$ cat src/rtl/alignment_collector.sv
// alignment_collector: captures the aligned symbol pairs that traceback emits
// end-to-start, replays them start-to-end over a valid/ready stream, and
// rescores the alignment so it can be compared with traceback's final_score.
//
// Output handshake: a pair transfers on any rising edge where out_valid and
// out_ready are both high. out_valid never drops and out_a/out_b/out_idx/
// out_last never change while a pair is offered but not yet taken.
module alignment_collector #(
  parameter int         N        = 128,
  parameter int         BitAddr  = $clog2(N + 1),
  parameter int         DEPTH    = 2 * N,
  parameter int         PW       = $clog2(DEPTH + 1),
  parameter logic [2:0] GAP_CODE = 3'd4
) (
  input  logic                     clk,
  input  logic                     rst,
  input  logic                     start,
  input  logic                     pair_valid,
  input  logic [2:0]               datoA,
  input  logic [2:0]               datoB,
  input  logic                     end_c,
  input  logic signed [BitAddr:0]  final_score,
  output logic                     out_valid,
  input  logic                     out_ready,
  output logic [2:0]               out_a,
  output logic [2:0]               out_b,
  output logic [PW-1:0]            out_idx,
  output logic                     out_last,
  output logic                     busy,
  output logic                     done,
  output logic                     overflow,
  output logic [PW-1:0]            n_match,
  output logic [PW-1:0]            n_mismatch,
  output logic [PW-1:0]            n_gap,
  output logic signed [BitAddr+2:0] score_calc,
  output logic                     score_ok,
  output logic [1:0]               fsm_state
);

  localparam int AW = (DEPTH > 1) ? $clog2(DEPTH) : 1;
  localparam int SW = BitAddr + 3;
  localparam logic signed [SW-1:0] GAP_SCORE      = SW'(-2);
  localparam logic signed [SW-1:0] MATCH_SCORE    = SW'(1);
  localparam logic signed [SW-1:0] MISMATCH_SCORE = SW'(-1);

  typedef enum logic [1:0] {
    IDLE    = 2'd0,
    COLLECT = 2'd1,
    DRAIN   = 2'd2,
    DONE    = 2'd3
  } state_t;

  state_t state;
  state_t state_next;

  logic [5:0]              mem [DEPTH];
  logic [5:0]              rd_data;
  logic [PW-1:0]           wr_ptr;
  logic [PW-1:0]           rd_ptr;
  logic [PW-1:0]           idx;
  logic [PW-1:0]           count_next;
  logic signed [BitAddr:0] score_latched;
  logic                    collecting;
  logic                    push;
  logic                    drop;
  logic                    xfer;
  logic                    is_gap;
  logic                    is_match;
  logic signed [SW-1:0]    delta;

  // Event decode; start masks every other event in the same cycle.
  always_comb begin
    collecting = (state == COLLECT) && !start;
    push       = collecting && pair_valid && (wr_ptr != PW'(DEPTH));
    drop       = collecting && pair_valid && (wr_ptr == PW'(DEPTH));
    xfer       = (state == DRAIN) && !start && out_ready;
    count_next = wr_ptr + PW'(push);
    is_gap     = (datoA == GAP_CODE) || (datoB == GAP_CODE);
    is_match   = !is_gap && (datoA == datoB);
    if (is_gap) begin
      delta = GAP_SCORE;
    end else if (is_match) begin
      delta = MATCH_SCORE;
    end else begin
      delta = MISMATCH_SCORE;
    end
  end

  assign rd_data = mem[rd_ptr[AW-1:0]];

  // State register.
  always_ff @(posedge clk or negedge rst) begin
    if (!rst) begin
      state <= IDLE;
    end else begin
      state <= state_next;
    end
  end

  // Next-state logic.
  always_comb begin
    state_next = state;
    if (start) begin
      state_next = COLLECT;
    end else begin
      case (state)
        COLLECT: if (end_c) state_next = (count_next != '0) ? DRAIN : DONE;
        DRAIN:   if (xfer && (rd_ptr == '0)) state_next = DONE;
        default: state_next = state;
      endcase
    end
  end

  // Pointers, column statistics, running score and latched final_score.
  always_ff @(posedge clk or negedge rst) begin
    if (!rst) begin
      wr_ptr        <= '0;
      rd_ptr        <= '0;
      idx           <= '0;
      n_match       <= '0;
      n_mismatch    <= '0;
      n_gap         <= '0;
      score_calc    <= '0;
      score_latched <= '0;
      overflow      <= 1'b0;
    end else if (start) begin
      wr_ptr        <= '0;
      rd_ptr        <= '0;
      idx           <= '0;
      n_match       <= '0;
      n_mismatch    <= '0;
      n_gap         <= '0;
      score_calc    <= '0;
      score_latched <= '0;
      overflow      <= 1'b0;
    end else begin
      if (push) begin
        wr_ptr     <= count_next;
        score_calc <= score_calc + delta;
        if (is_gap) begin
          n_gap <= n_gap + PW'(1);
        end else if (is_match) begin
          n_match <= n_match + PW'(1);
        end else begin
          n_mismatch <= n_mismatch + PW'(1);
        end
      end
      if (drop) begin
        overflow <= 1'b1;
      end
      // Drain starts from the newest entry, which is the first alignment column.
      if (collecting && end_c) begin
        score_latched <= final_score;
        rd_ptr        <= count_next - PW'(1);
      end
      if (xfer) begin
        rd_ptr <= rd_ptr - PW'(1);
        idx    <= idx + PW'(1);
      end
    end
  end

  // LIFO storage; contents are only observable while draining, so no reset.
  always_ff @(posedge clk) begin
    if (push) begin
      mem[wr_ptr[AW-1:0]] <= {datoA, datoB};
    end
  end

  // Outputs decoded from state; stream fields are zero whenever nothing is offered.
  always_comb begin
    out_valid = (state == DRAIN);
    busy      = (state == COLLECT) || (state == DRAIN);
    done      = (state == DONE);
    out_last  = out_valid && (rd_ptr == '0);
    out_a     = out_valid ? rd_data[5:3] : 3'd0;
    out_b     = out_valid ? rd_data[2:0] : 3'd0;
    out_idx   = out_valid ? idx : '0;
    score_ok  = done && (score_calc == {{2{score_latched[BitAddr]}}, score_latched});
    fsm_state = state;
  end

endmodule
$ cat config.mk
export PLATFORM = sky130hd
export DESIGN_NAME = alignment_collector
export DESIGN_NICKNAME = d
export VERILOG_FILES = /design/src/rtl/alignment_collector.sv
export SDC_FILE = /design/constraint.sdc
export NUM_CORES = 2
export LEC_CHECK = 0
export CAP_MARGIN = 30
export CORE_MARGIN = 4
export CORE_UTILIZATION = 40
export DETAILED_ROUTE_END_ITERATION = 10
export PLACE_DENSITY = 0.64
export SLEW_MARGIN = 30
export SYNTH_ARGS = -nofsm -noshare
export SYNTH_HDL_FRONTEND = slang
export SYNTH_SLANG_ARGS = --single-unit
$ cat constraint.sdc
create_clock -name clk -period 4.2 [get_ports clk]
set_input_delay 1.26 -clock clk [delete_from_list [all_inputs] [get_ports clk]]
set_output_delay 1.26 -clock clk [all_outputs]
set_load 0.1 [all_outputs]
==> metrics.txt <==
antenna-violating nets left=0; Die ar.=0.1669 mm2; CTS Buf Count=164; Worst Min Path Start=idx[8]; boundary pin count=82; Worst VDD drop=412.4 uV; share of cells above drive strength 1=31.42%; Slew Limit Fails=0; vias in the first global route=35190; Initial DRC Count=3721; row count=146; final wirelength=164800 um; Max Freq=193.0 MHz; CP Max Fanout=7; pre-CTS WS=-494.8 ps; r2r setup slk=830 ps; Skew-Pair Late Insertion Delay=780 ps; Area after DPL=0.07117 mm2; first-pass GRT wire length=243300 um; post-route cell area=0.07749 mm2; Final Hold Fails=0; CP Capture Type=primary output; outcome=finished with violations; share of the clock period used by the worst path=123.3%; Worst Hold Depth=1; failing checks=negative setup slack; Worst Hold Path EP=idx[8]; HPWL Detailed=104900 um; CP Data Arrival Time=3920 ps; Mapped Area=0.06418 mm2; IO Port Bufs=81; Syn Nets=3376; Post-synth top flop=edfxtp_1; FILL cells=13000; synth-to-layout area growth=20.75%; routed vias=35010; post-synth top area cell=edfxtp_1; core area=0.1589 mm2; Least-Margin Pin Slew=1028 ps; Cells after Synth=3333; Worst R2R Path Depth=14; Die Y=408.5 um; CTS sink count=1613; sequential share of the synthesized area=74.87%; Final WS setup=-980.2 ps; first-pass iteration count of the detailed router=5; most area-consuming cells after synthesis=edfxtp_1 (72%), mux4_2 (13%), dfrtp_1 (3.0%); pin count of the biggest net entering global routing=193; fin crit period=5180 ps; H-Tree Depth=4; drc violations=0; warnings from Yosys=0; final setup vio count=6; CP required=2940 ps; mean area per synthesized cell=19.25 um2; initial antenna violation count=4; root buf cell=clkbuf_16; Worst Skew=32.13 ps; Unique masters post-synth=65; CTS clk-pin slew, worst paths=60 ps; synthesized flop and latch total=1613; Post-synth ARST share=4.774%; GRT Util Overall=19.61%; Slew headroom=31.26%; Die W=408.5 um; Starting Density=40.38%; drt wl/cell=26.90 um; crit path kind=reg2out; unrepaired setup endpoints after global routing=true; FF-to-FF End=rd_ptr[8]; Reg-to-Reg Start=wr_ptr[0]; NumNets Final=3964; Worst setup SP type=flop; maximum clock path buffer count=3; Via density=5.716; setup TNS=-5628 ps; total grt overflow=0; Worst Hold Class=reg2reg; static leakage=25.38 nW; top-area cell type share of the netlist area=71.87%; CTS tree=yes; Post-synth EDFFs=1536; gpl congestion=0.8355; Max-Cap Viols=0; power per cell area=500.7 mW/mm2
[cell families (layout without fill, tap and decap cells)]
logic type                 count (synthesis)  count (layout)  synth area share (%)
DFF                                     1613            1613                 74.87
and+or+nand+nor                          603             603                 4.001
muxes                                    468             468                 14.51
AOI/OAI and AO/OA                        357             357                 3.802
buffers and inverters                    213             932                 1.597
xor gates and xnor gates                  57              57                0.7779
adders and majority gates                 22              22                0.4406
other                                      0               1                     0
[through the flow]
stage / hold WS, ps / power, mW / utilization (%) / std cells
after detailed placement: 475.4 / 24.34 / 44.78 / 5782
after global placement: 479.8 / 24.30 / 44.77 / 5782
after floorplan: 450.6 / 21.62 / - / 3333
after global routing: 507.3 / 40.10 / 48.76 / 6124
after CTS: 489.5 / 38.87 / 48.58 / 6111
final: 491.3 / 38.80 / 48.76 / 6125
[worst max-delay path, cell delays in order (launching register included)]
cell and delay (ps):
dfrtp_4 470, buf_12 160, buf_16 180, buf_16 150, mux4_2 490, a22o_1 260
a221oi_2 290, o22ai_2 140, a31o_1 250, a221o_2 500, buf_12 210
[cells in the mapped netlist (8+ instances only)]
library cell  number
edfxtp_1        1536
mux4_2           369
nor2_1           344
nand2_1          125
clkbuf_1         107
mux2i_1           92
a21oi_1           88
dfrtp_1           77
a22oi_1           73
o21ai_0           47
buf_2             36
nand3_1           33
xnor2_1           31
buf_4             28
a221oi_1          27
xor2_1            26
ha_1              21
buf_1             19
o221ai_1          19
and2_1            16
nand4_1           16
a22o_1            14
nor3_1            13
inv_1             11
nor2b_1           11
or3_1             11
buf_6             10
o211ai_1           9
a31oi_1            8
o21ai_1            8
o22ai_1            8
[metal layers]
layer / routed length (um) / global-route usage, % / vias up
li1: - / - / 14760
met1: 69910 / 28.71 / 18470
met2: 77030 / 30.41 / 1535
met3: 13850 / 3.637 / 241
met4: 3952 / 5.283 / 2
met5: 13 / 0 / -
[repair_timing]
item                       in CTS  in global routing
hold buffers                    0                  0
cloned                          5                  2
setup endpoints to repair       7                  7
gates resized for setup        87                 36
setup buffers                  32                 13
pin swaps                      24                 13
[cell type report]
cell class	instances	area, um2	share of cell area, %
Timing Repair Buffer	622	5899	7.613
Sequential cell	1613	48070	62.03
Tap cell	2072	2592	3.345
Clock buffer	205	4288	5.533
Inverter	13	48.80	0.06297
Antenna cell	1	2.502	0.003229
Clock inverter	92	973.4	1.256
Multi-Input combinational cell	1507	15620	20.15
[how the worst max path moves through the flow]
stage	from	endpoint	slack [ps]	cells past startpoint
6_report	rd_ptr[0]	out_b[0]	-980	10
2_1_floorplan	fsm_state[0]	out_a[2]	30	5
3_3_place_gp	rd_ptr[0]	out_a[2]	-500	12
4_1_cts	rd_ptr[0]	out_a[2]	-1030	12
3_5_place_dp	rd_ptr[0]	out_b[1]	-490	11
5_1_grt	rd_ptr[0]	out_b[0]	-1050	10
[flip-flops by register name, summed over array words and instances, names as in the netlist]
register       cells
mem             1536
score_calc        11
idx                9
n_gap              9
n_match            9
n_mismatch         9
rd_ptr             9
score_latched      9
wr_ptr             9
fsm_state          2
overflow           1
[report_power, final]
group	switching [mW]	internal, mW	leakage (nW)	total (mW)
logic	3.70	3.02	7.99	6.72
registers	0.135	17.7	14.8	17.8
clock network	6.25	8.02	2.56	14.3
[cells in the final DEF, fill, tap and decap left out, types with 29 or more instances in the layout]
master,netlist,final
nand3_1,33,29
clkdlybuf4s50_1,0,51
clkbuf_16,0,166
mux2i_1,92,90
edfxtp_1,1536,1536
dfrtp_1,77,70
mux4_2,369,369
a22oi_1,73,56
clkbuf_1,107,38
a21oi_1,88,81
clkinv_2,0,31
xnor2_1,31,31
buf_12,0,55
o21ai_0,47,36
buf_4,28,473
nand2_1,125,123
nor2_1,344,341
(Power assumes the default switching activity.)
